### src/rtl/uart_periph_pkg.sv
// Shared definitions for the UART peripheral: register offsets, status bit
// positions and the TX/RX state encodings.
package uart_pkg;

    localparam logic [1:0] OFF_DATA   = 2'd0;
    localparam logic [1:0] OFF_STATUS = 2'd1;
    localparam logic [1:0] OFF_DIVL   = 2'd2;
    localparam logic [1:0] OFF_DIVH   = 2'd3;

    localparam int unsigned ST_RX_VALID = 0;
    localparam int unsigned ST_TX_FULL  = 1;
    localparam int unsigned ST_TX_EMPTY = 2;
    localparam int unsigned ST_TX_BUSY  = 3;
    localparam int unsigned ST_OVERRUN  = 4;
    localparam int unsigned ST_FERR     = 5;

    typedef enum logic [1:0] {
        TX_IDLE  = 2'd0,
        TX_START = 2'd1,
        TX_DATA  = 2'd2,
        TX_STOP  = 2'd3
    } tx_state_t;

    typedef enum logic [1:0] {
        RX_IDLE  = 2'd0,
        RX_START = 2'd1,
        RX_DATA  = 2'd2,
        RX_STOP  = 2'd3
    } rx_state_t;

endpackage

### src/rtl/uart_periph_if.sv
// CPU I/O bus as seen by the UART: decoder chip-select, Z80 strobes,
// port offset and the two data directions.
interface uart_periph_if;

    logic       cs_i;
    logic       wr_n;
    logic       rd_n;
    logic [1:0] addr_i;
    logic [7:0] data_i;
    logic [7:0] data_o;

    modport master (output cs_i, wr_n, rd_n, addr_i, data_i, input data_o);
    modport slave  (input cs_i, wr_n, rd_n, addr_i, data_i, output data_o);

endinterface

### src/rtl/uart_periph_sync_fifo.sv
// Single-clock FIFO with wrap-bit pointers. A pop on an empty FIFO is
// dropped; a push on a full FIFO succeeds only if a pop happens that clock.
module sync_fifo #(
    parameter int unsigned WIDTH = 8,
    parameter int unsigned DEPTH = 16
) (
    input  logic             clk_i,
    input  logic             rst_n_i,
    input  logic             push_i,
    input  logic             pop_i,
    input  logic [WIDTH-1:0] wdata_i,
    output logic [WIDTH-1:0] rdata_o,
    output logic             full_o,
    output logic             empty_o
);

    localparam int unsigned AW = $clog2(DEPTH);

    logic [WIDTH-1:0] mem [DEPTH];
    logic [AW:0]      wptr_q;
    logic [AW:0]      rptr_q;
    logic             do_push;
    logic             do_pop;

    assign empty_o = (wptr_q == rptr_q);
    assign full_o  = (wptr_q[AW] != rptr_q[AW]) && (wptr_q[AW-1:0] == rptr_q[AW-1:0]);
    assign do_pop  = pop_i && !empty_o;
    assign do_push = push_i && (!full_o || do_pop);
    assign rdata_o = mem[rptr_q[AW-1:0]];

    // Pointer update; the wrap bit distinguishes full from empty.
    always_ff @(posedge clk_i or negedge rst_n_i) begin
        if (!rst_n_i) begin
            wptr_q <= '0;
            rptr_q <= '0;
        end else begin
            if (do_push) wptr_q <= wptr_q + (AW+1)'(1);
            if (do_pop)  rptr_q <= rptr_q + (AW+1)'(1);
        end
    end

    // Storage write; contents need no reset.
    always_ff @(posedge clk_i) begin
        if (do_push) mem[wptr_q[AW-1:0]] <= wdata_i;
    end

endmodule

### src/rtl/uart_periph.sv
// I/O-mapped UART at ports 0x70-0x73: TX FIFO, RX holding register,
// status and a 16-bit baud divisor (clocks per bit minus 1).
// Define UART_IRQ_EN to add the ien register and the irq_n_o output.
module uart_periph
    import uart_pkg::*;
#(
    parameter int unsigned TX_DEPTH    = 16,
    parameter logic [15:0] DEFAULT_DIV = 16'd233
) (
    input  logic         clk_i,
    input  logic         rst_n_i,
    uart_periph_if.slave bus,
    output logic         uart_tx_o,
`ifdef UART_IRQ_EN
    output logic         irq_n_o,
`endif
    input  logic         uart_rx_i
);

    logic        wr_act, rd_act, wr_q, rd_q, wr_pulse, rd_end;
    logic [1:0]  rd_addr_q;
    logic        rd_data_end, rd_stat_end;
    logic [15:0] div_q;
    logic        fifo_push, fifo_pop, fifo_full, fifo_empty;
    logic [7:0]  fifo_rdata;
    tx_state_t   tx_state, tx_next;
    logic [15:0] tx_cnt;
    logic [2:0]  tx_bit;
    logic [7:0]  tx_shift;
    logic        tx_tick;
    logic        rx_meta, rx_s, rx_prev;
    rx_state_t   rx_state, rx_next;
    logic [15:0] rx_cnt;
    logic [2:0]  rx_bit;
    logic [7:0]  rx_shift;
    logic        rx_tick, rx_store;
    logic [7:0]  rx_hold_q;
    logic        rx_valid_q, overrun_q, ferr_q;
    logic [7:0]  status;

    assign wr_act      = bus.cs_i && !bus.wr_n;
    assign rd_act      = bus.cs_i && !bus.rd_n;
    assign wr_pulse    = wr_act && !wr_q;
    assign rd_end      = rd_q && !rd_act;
    // The address may be gone when the strobe releases, so use the one latched during the access.
    assign rd_data_end = rd_end && (rd_addr_q == OFF_DATA);
    assign rd_stat_end = rd_end && (rd_addr_q == OFF_STATUS);

    // Strobe history for once-per-access write and read-end detection.
    always_ff @(posedge clk_i or negedge rst_n_i) begin
        if (!rst_n_i) begin
            wr_q      <= 1'b0;
            rd_q      <= 1'b0;
            rd_addr_q <= '0;
        end else begin
            wr_q <= wr_act;
            rd_q <= rd_act;
            if (rd_act) rd_addr_q <= bus.addr_i;
        end
    end

    // Baud divisor bytes.
    always_ff @(posedge clk_i or negedge rst_n_i) begin
        if (!rst_n_i) begin
            div_q <= DEFAULT_DIV;
        end else if (wr_pulse) begin
            if (bus.addr_i == OFF_DIVL) div_q[7:0]  <= bus.data_i;
            if (bus.addr_i == OFF_DIVH) div_q[15:8] <= bus.data_i;
        end
    end

    assign fifo_push = wr_pulse && (bus.addr_i == OFF_DATA);

    sync_fifo #(.WIDTH(8), .DEPTH(TX_DEPTH)) u_tx_fifo (
        .clk_i   (clk_i),
        .rst_n_i (rst_n_i),
        .push_i  (fifo_push),
        .pop_i   (fifo_pop),
        .wdata_i (bus.data_i),
        .rdata_o (fifo_rdata),
        .full_o  (fifo_full),
        .empty_o (fifo_empty)
    );

    assign tx_tick = (tx_cnt == '0);

    // TX next state; STOP chains straight into START when more data is queued.
    always_comb begin
        tx_next  = tx_state;
        fifo_pop = 1'b0;
        case (tx_state)
            TX_IDLE:  if (!fifo_empty) begin tx_next = TX_START; fifo_pop = 1'b1; end
            TX_START: if (tx_tick) tx_next = TX_DATA;
            TX_DATA:  if (tx_tick && tx_bit == 3'd7) tx_next = TX_STOP;
            TX_STOP:  if (tx_tick) begin
                          if (!fifo_empty) begin tx_next = TX_START; fifo_pop = 1'b1; end
                          else tx_next = TX_IDLE;
                      end
            default:  tx_next = TX_IDLE;
        endcase
    end

    // TX state, bit timer and shifter; divisor reloads at each bit boundary.
    always_ff @(posedge clk_i or negedge rst_n_i) begin
        if (!rst_n_i) begin
            tx_state <= TX_IDLE;
            tx_cnt   <= '0;
            tx_bit   <= '0;
            tx_shift <= '0;
        end else begin
            tx_state <= tx_next;
            if (fifo_pop) begin
                tx_shift <= fifo_rdata;
                tx_cnt   <= div_q;
                tx_bit   <= '0;
            end else if (tx_state != TX_IDLE) begin
                if (tx_tick) begin
                    tx_cnt <= div_q;
                    if (tx_state == TX_DATA) begin
                        tx_shift <= {1'b0, tx_shift[7:1]};
                        tx_bit   <= tx_bit + 3'd1;
                    end
                end else begin
                    tx_cnt <= tx_cnt - 16'd1;
                end
            end
        end
    end

    // Combinational from reset flops so a reset forces the line idle without a clock.
    assign uart_tx_o = (tx_state == TX_START) ? 1'b0 :
                       (tx_state == TX_DATA)  ? tx_shift[0] : 1'b1;

    // Two-flop synchroniser plus one history flop for start-edge detection.
    always_ff @(posedge clk_i or negedge rst_n_i) begin
        if (!rst_n_i) begin
            rx_meta <= 1'b1;
            rx_s    <= 1'b1;
            rx_prev <= 1'b1;
        end else begin
            rx_meta <= uart_rx_i;
            rx_s    <= rx_meta;
            rx_prev <= rx_s;
        end
    end

    assign rx_tick = (rx_cnt == '0);

    // RX next state; a start bit that is high at its midpoint is a glitch.
    always_comb begin
        rx_next  = rx_state;
        rx_store = 1'b0;
        case (rx_state)
            RX_IDLE:  if (rx_prev && !rx_s) rx_next = RX_START;
            RX_START: if (rx_tick) rx_next = rx_s ? RX_IDLE : RX_DATA;
            RX_DATA:  if (rx_tick && rx_bit == 3'd7) rx_next = RX_STOP;
            RX_STOP:  if (rx_tick) begin rx_next = RX_IDLE; rx_store = 1'b1; end
            default:  rx_next = RX_IDLE;
        endcase
    end

    // RX state and sampler; idle keeps the half-bit count preloaded for the next start edge.
    always_ff @(posedge clk_i or negedge rst_n_i) begin
        if (!rst_n_i) begin
            rx_state <= RX_IDLE;
            rx_cnt   <= '0;
            rx_bit   <= '0;
            rx_shift <= '0;
        end else begin
            rx_state <= rx_next;
            if (rx_state == RX_IDLE) begin
                rx_cnt <= {1'b0, div_q[15:1]};
                rx_bit <= '0;
            end else if (rx_tick) begin
                rx_cnt <= div_q;
                if (rx_state == RX_DATA) begin
                    rx_shift <= {rx_s, rx_shift[7:1]};
                    rx_bit   <= rx_bit + 3'd1;
                end
            end else begin
                rx_cnt <= rx_cnt - 16'd1;
            end
        end
    end

    // Holding register and flags; a store overrides a read-end clear on the same clock.
    always_ff @(posedge clk_i or negedge rst_n_i) begin
        if (!rst_n_i) begin
            rx_hold_q  <= '0;
            rx_valid_q <= 1'b0;
            overrun_q  <= 1'b0;
            ferr_q     <= 1'b0;
        end else begin
            if (rd_data_end) rx_valid_q <= 1'b0;
            if (rd_stat_end) begin
                overrun_q <= 1'b0;
                ferr_q    <= 1'b0;
            end
            if (rx_store) begin
                rx_hold_q  <= rx_shift;
                rx_valid_q <= 1'b1;
                if (rx_valid_q && !rd_data_end) overrun_q <= 1'b1;
                if (!rx_s) ferr_q <= 1'b1;
            end
        end
    end

    // Status register assembly.
    always_comb begin
        status              = '0;
        status[ST_RX_VALID] = rx_valid_q;
        status[ST_TX_FULL]  = fifo_full;
        status[ST_TX_EMPTY] = fifo_empty;
        status[ST_TX_BUSY]  = (tx_state != TX_IDLE);
        status[ST_OVERRUN]  = overrun_q;
        status[ST_FERR]     = ferr_q;
    end

    // Read mux, zero outside a read.
    always_comb begin
        bus.data_o = '0;
        if (rd_act) begin
            case (bus.addr_i)
                OFF_DATA:   bus.data_o = rx_hold_q;
                OFF_STATUS: bus.data_o = status;
                OFF_DIVL:   bus.data_o = div_q[7:0];
                OFF_DIVH:   bus.data_o = div_q[15:8];
                default:    bus.data_o = '0;
            endcase
        end
    end

`ifdef UART_IRQ_EN
    logic [2:0] ien_q;

    // Interrupt enables live at the status offset.
    always_ff @(posedge clk_i or negedge rst_n_i) begin
        if (!rst_n_i) ien_q <= '0;
        else if (wr_pulse && bus.addr_i == OFF_STATUS) ien_q <= bus.data_i[2:0];
    end

    assign irq_n_o = !((rx_valid_q & ien_q[0]) | (fifo_empty & ien_q[1]) |
                       ((overrun_q | ferr_q) & ien_q[2]));
`endif

endmodule

### src/flat_wrapper.sv
// flat-port wrapper written by rule: the top's interface ports become plain ports
module uart_periph_flat import uart_pkg::*;
#(
    parameter int unsigned TX_DEPTH    = 16,
    parameter logic [15:0] DEFAULT_DIV = 16'd233
)
  (clk_i, rst_n_i, uart_tx_o, uart_rx_i, bus_cs_i, bus_wr_n, bus_rd_n, bus_addr_i, bus_data_i, bus_data_o);
  uart_periph_if bus_i ();
  input  logic clk_i;
  input  logic rst_n_i;
  output logic uart_tx_o;
  input  logic uart_rx_i;
  input wire logic [$bits(bus_i.cs_i)-1:0] bus_cs_i;
  input wire logic [$bits(bus_i.wr_n)-1:0] bus_wr_n;
  input wire logic [$bits(bus_i.rd_n)-1:0] bus_rd_n;
  input wire logic [$bits(bus_i.addr_i)-1:0] bus_addr_i;
  input wire logic [$bits(bus_i.data_i)-1:0] bus_data_i;
  output wire logic [$bits(bus_i.data_o)-1:0] bus_data_o;
  assign bus_i.cs_i = bus_cs_i;
  assign bus_i.wr_n = bus_wr_n;
  assign bus_i.rd_n = bus_rd_n;
  assign bus_i.addr_i = bus_addr_i;
  assign bus_i.data_i = bus_data_i;
  assign bus_data_o = bus_i.data_o;
  uart_periph #(.TX_DEPTH(TX_DEPTH), .DEFAULT_DIV(DEFAULT_DIV)) u_core (.clk_i(clk_i), .rst_n_i(rst_n_i), .bus(bus_i), .uart_tx_o(uart_tx_o), .uart_rx_i(uart_rx_i));
endmodule
### config.mk
export PLATFORM = sky130hd
export DESIGN_NAME = uart_periph_flat
export DESIGN_NICKNAME = d
export VERILOG_FILES = /design/src/rtl/uart_periph_pkg.sv /design/src/rtl/uart_periph_if.sv /design/src/rtl/uart_periph_sync_fifo.sv /design/src/rtl/uart_periph.sv /design/src/flat_wrapper.sv
export SDC_FILE = /design/constraint.sdc
export NUM_CORES = 1
export LEC_CHECK = 0
export CORE_MARGIN = 2
export CORE_UTILIZATION = 31
export DETAILED_ROUTE_END_ITERATION = 7
export SYNTH_ARGS = -nofsm -noshare
export SYNTH_HDL_FRONTEND = slang
export SYNTH_SLANG_ARGS = --single-unit
### constraint.sdc
create_clock -name clk_i -period 3.5 [get_ports clk_i]
set_input_delay 0.7 -clock clk_i [delete_from_list [all_inputs] [get_ports clk_i]]
set_output_delay 0.7 -clock clk_i [all_outputs]
set_load 0.005 [all_outputs]
==> key figures <==
Detailed routing
  – DR pass1 iterations: 5
  – Post-route ant nets: 0
  – WL per Instance: 19.0 µm
  – DRC Markers: 0
  – Via density: 4.97
  – Vias: 6004
  – WL final: 23000 µm
  – Initial DRC Count: 493

CTS
  – Clk root buf: clkbuf_16
  – Clock Sinks: 230
  – Max H-tree Level: 1
  – Clock buffer count from CTS: 24
  – Worst skew pair latency: 540 ps
  – CTS clk-pin slew, worst paths: 70 ps
  – CTS Buffer Depth: 3
  – TritonCTS clock tree: built
  – Hold Buf Count CTS: 0

Synthesis
  – Post-Syn Area: 10300 µm²
  – Synth Instances: 715
  – Ys async rst share: 44.3%
  – Net count after synthesis: 748
  – Mapped Avg Cell Area: 14.4 µm²
  – Primary FF master, synth: edfxtp_1
  – Post-synthesis sequential area ratio: 62.2%
  – Netlist cell types: 59
  – YS warnings: 0
  – Number of synthesized flops with an enable pin: 128
  – FF+latch count, synth: 230

Finish
  – Layout cells sized above 1: 23.0%
  – Most common cell after layout, fill and taps aside: edfxtp_1
  – Most frequent cells in the layout: edfxtp_1, dfrtp_1, mux4_2
  – Layout overhead on the synthesized area: 16.5%
  – # diodes: 0
  – Fin nets: 780
  – Non-filler cells, final: 1207
  – Fill count: 3086

Worst setup path
  – Crit path arrival time: 2680 ps
  – Slowest-stage cell, CP: dfrtp_2
  – Startpoint Class: flop
  – CP Cell Sequence: xor2_1 > nor4_2 > buf_4 > and2_2 > mux4_2 > and2_1 > clkdlybuf4s50_1
  – CP required: 2800 ps
  – Beginning of the critical path: u_core.u_tx_fifo.wptr_q[2]
  – Slowest cell delay on critical path: 480 ps
  – Reg2reg start: u_core.tx_cnt[0]
  – Max FO, Critical Path: 8
  – Worst setup EP type: output port
  – Setup CP Type: flop to output port

Global route
  – Initial antenna violation count: 0
  – Largest net degree at the start of global routing: 61
  – Vias in the first global route: 6094
  – Gr usage total: 13.6%
  – First-pass GRT wire length: 35900 µm
  – Total gr overflow: 0

Place
  – Port Buffers: 24
  – Placer Congestion: 0.769
  – Final HPWL DP: 15100 µm
  – Pre-CTS WS: 158 ps
  – Post-placement cell count: 1162

Power and ir drop
  – Overall power: 9.11 mW
  – Seq pwr share: 40.2%
  – Switching share of total power: 32.2%
  – Combinational fraction of design power: 29.6%
  – Leak pwr: 4.58 nW
  – Internal power: 6.17 mW
  – Clk network pwr share: 30.2%
  – Switching pwr: 2.93 mW
  – Pwr per Cell Area: 759 nW/µm²
  – Max IR drop VDD: 0.439 mV

Timing
  – RSZ-0062 raised after global routing: false
  – Fin crit share: 96.6%
  – Final setup vio count: 0
  – Slew Limit Fails: 0
  – Hold Fails Final Rpt: 0
  – Setup_tns: 0 ps
  – Slew HR: 39.5%
  – Clk_skew: 24.9 ps
  – Least-Margin Pin Slew: 904 ps
  – Hold_ws: 175 ps
  – Setup ws final: 118 ps
  – Fmax: 296 MHz
  – Post-route minimum period: 3380 ps

Die
  – Row count: 66
  – Initial core utilization: 31.6%
  – Total die area: 34700 µm²
  – Io pins: 25
  – Die Wd: 186 µm
  – CORE AREA: 32600 µm²
  – Die Height: 186 µm

Flow run
  – Max-cap violations: 0

Worst hold path
  – Hold WC Path Type: input pin to async pin

Outcome
  – Status: finished, final reports clean
## cell type report
cell class,count,area [µm²],area share [%]
Sequential cell,230,6410,53.4
Multi-Input combinational cell,429,3680,30.7
Clock buffer,30,653,5.44
Tap cell,442,553,4.61
Timing Repair Buffer,47,423,3.52
Clock inverter,14,219,1.82
Inverter,15,56.3,0.469
## worst max-delay path: cells and delay by family, from the launching register on
kind / cells / cell delay [ps]
xor+xnor: 1 / 180
buf+inv: 2 / 570
flops: 1 / 480
mux: 1 / 440
simple gates: 3 / 460
## final timing paths
check	cells past startpoint	slack, ps	end
min in group clk_i	0	360	u_core.rx_s
min	1	170	u_core.rx_cnt[2]
max in group asynchronous	2	2550	u_core.div_q[0]
max	7	120	bus_data_o[2]
max reg2reg	8	540	u_core.tx_state[0]
min reg2reg	0	360	u_core.rx_s
## kinds of logic (layout without fill, tap and decap cells)
| logic type | Yosys count | in the layout | share of synthesized area [%] |
|---|---|---|---|
| DFF | 230 | 230 | 62.2 |
| AOI/OAI and AO/OA | 97 | 97 | 5.94 |
| buffers and inverters | 56 | 106 | 2.25 |
| xor gates and xnor gates | 27 | 27 | 2.30 |
| adders and majority gates | 17 | 17 | 2.07 |
| muxes | 104 | 104 | 16.1 |
| and+or+nand+nor | 184 | 184 | 9.16 |
## synthesized netlist by cell type, drive strengths merged, types with 4 or more instances
master / instances / share of area, %
edfxtp: 128 / 37
dfrtp: 94 / 23
mux4: 45 / 9.8
nand2: 45 / 1.7
nor2: 43 / 1.6
mux2: 40 / 4.4
o21ai: 40 / 1.9
clkbuf: 31 / 1.1
and3: 20 / 1.2
mux2i: 19 / 1.8
a21oi: 17 / 0.83
ha: 17 / 2.1
xnor2: 17 / 1.4
inv: 15 / 0.55
nor3: 15 / 0.73
buf: 10 / 0.57
xor2: 10 / 0.85
nor2b: 9 / 0.55
dfstp: 8 / 2.0
nand3: 8 / 0.39
nor4: 8 / 0.49
a31oi: 7 / 0.43
or3: 7 / 0.52
and2: 6 / 0.36
a22o: 5 / 0.43
nand4: 4 / 0.24
## metal layers
metal | global-route usage [%] | wire length (µm) | vias to the layer above
li1 | - | - | 2785
met1 | 19.9 | 10900 | 3089
met2 | 21.7 | 10900 | 103
met3 | 1.77 | 745 | 27
met4 | 2.77 | 369 | 0
met5 | 0 | 0 | -
## stage by stage
step / cell area [µm²] / utilization, %
2_1_floorplan: 10300 / -
3_3_place_gp: 11100 / 34.0
3_5_place_dp: 11100 / 34.0
4_1_cts: 12000 / 36.7
5_1_grt: 12000 / 36.8
6_report: 12000 / 36.8
## registers in the layout, indices dropped and copies added, names as in the netlist, 3 cells and up, named ones only
| register | count |
|---|---|
| u_core.rx_bit | 3 |
| u_core.u_tx_fifo.wptr_q | 5 |
| u_core.u_tx_fifo.mem | 128 |
| u_core.rx_shift | 8 |
| u_core.div_q | 16 |
| u_core.tx_cnt | 16 |
| u_core.tx_shift | 8 |
| u_core.tx_bit | 3 |
| u_core.rx_hold_q | 8 |
| u_core.u_tx_fifo.rptr_q | 5 |
| u_core.rx_cnt | 16 |
## power by group through the flow
stage               sequential (mW)  combinational, mW  clock [mW]
floorplan                      3.52               2.04           0
global placement               3.69               2.65           0
detailed placement             3.70               2.69           0
CTS                            3.65               2.72        2.82
global route                   3.71               2.98        2.93
finish                         3.66               2.69        2.75
## what timing repair did
item	CTS	global route
gates cloned	0	0
pin swaps	1	0
setup endpoints to repair	2	2
setup buffers	1	0
gates resized for setup	3	4
Note: power is estimated with default switching activity, not from simulation.
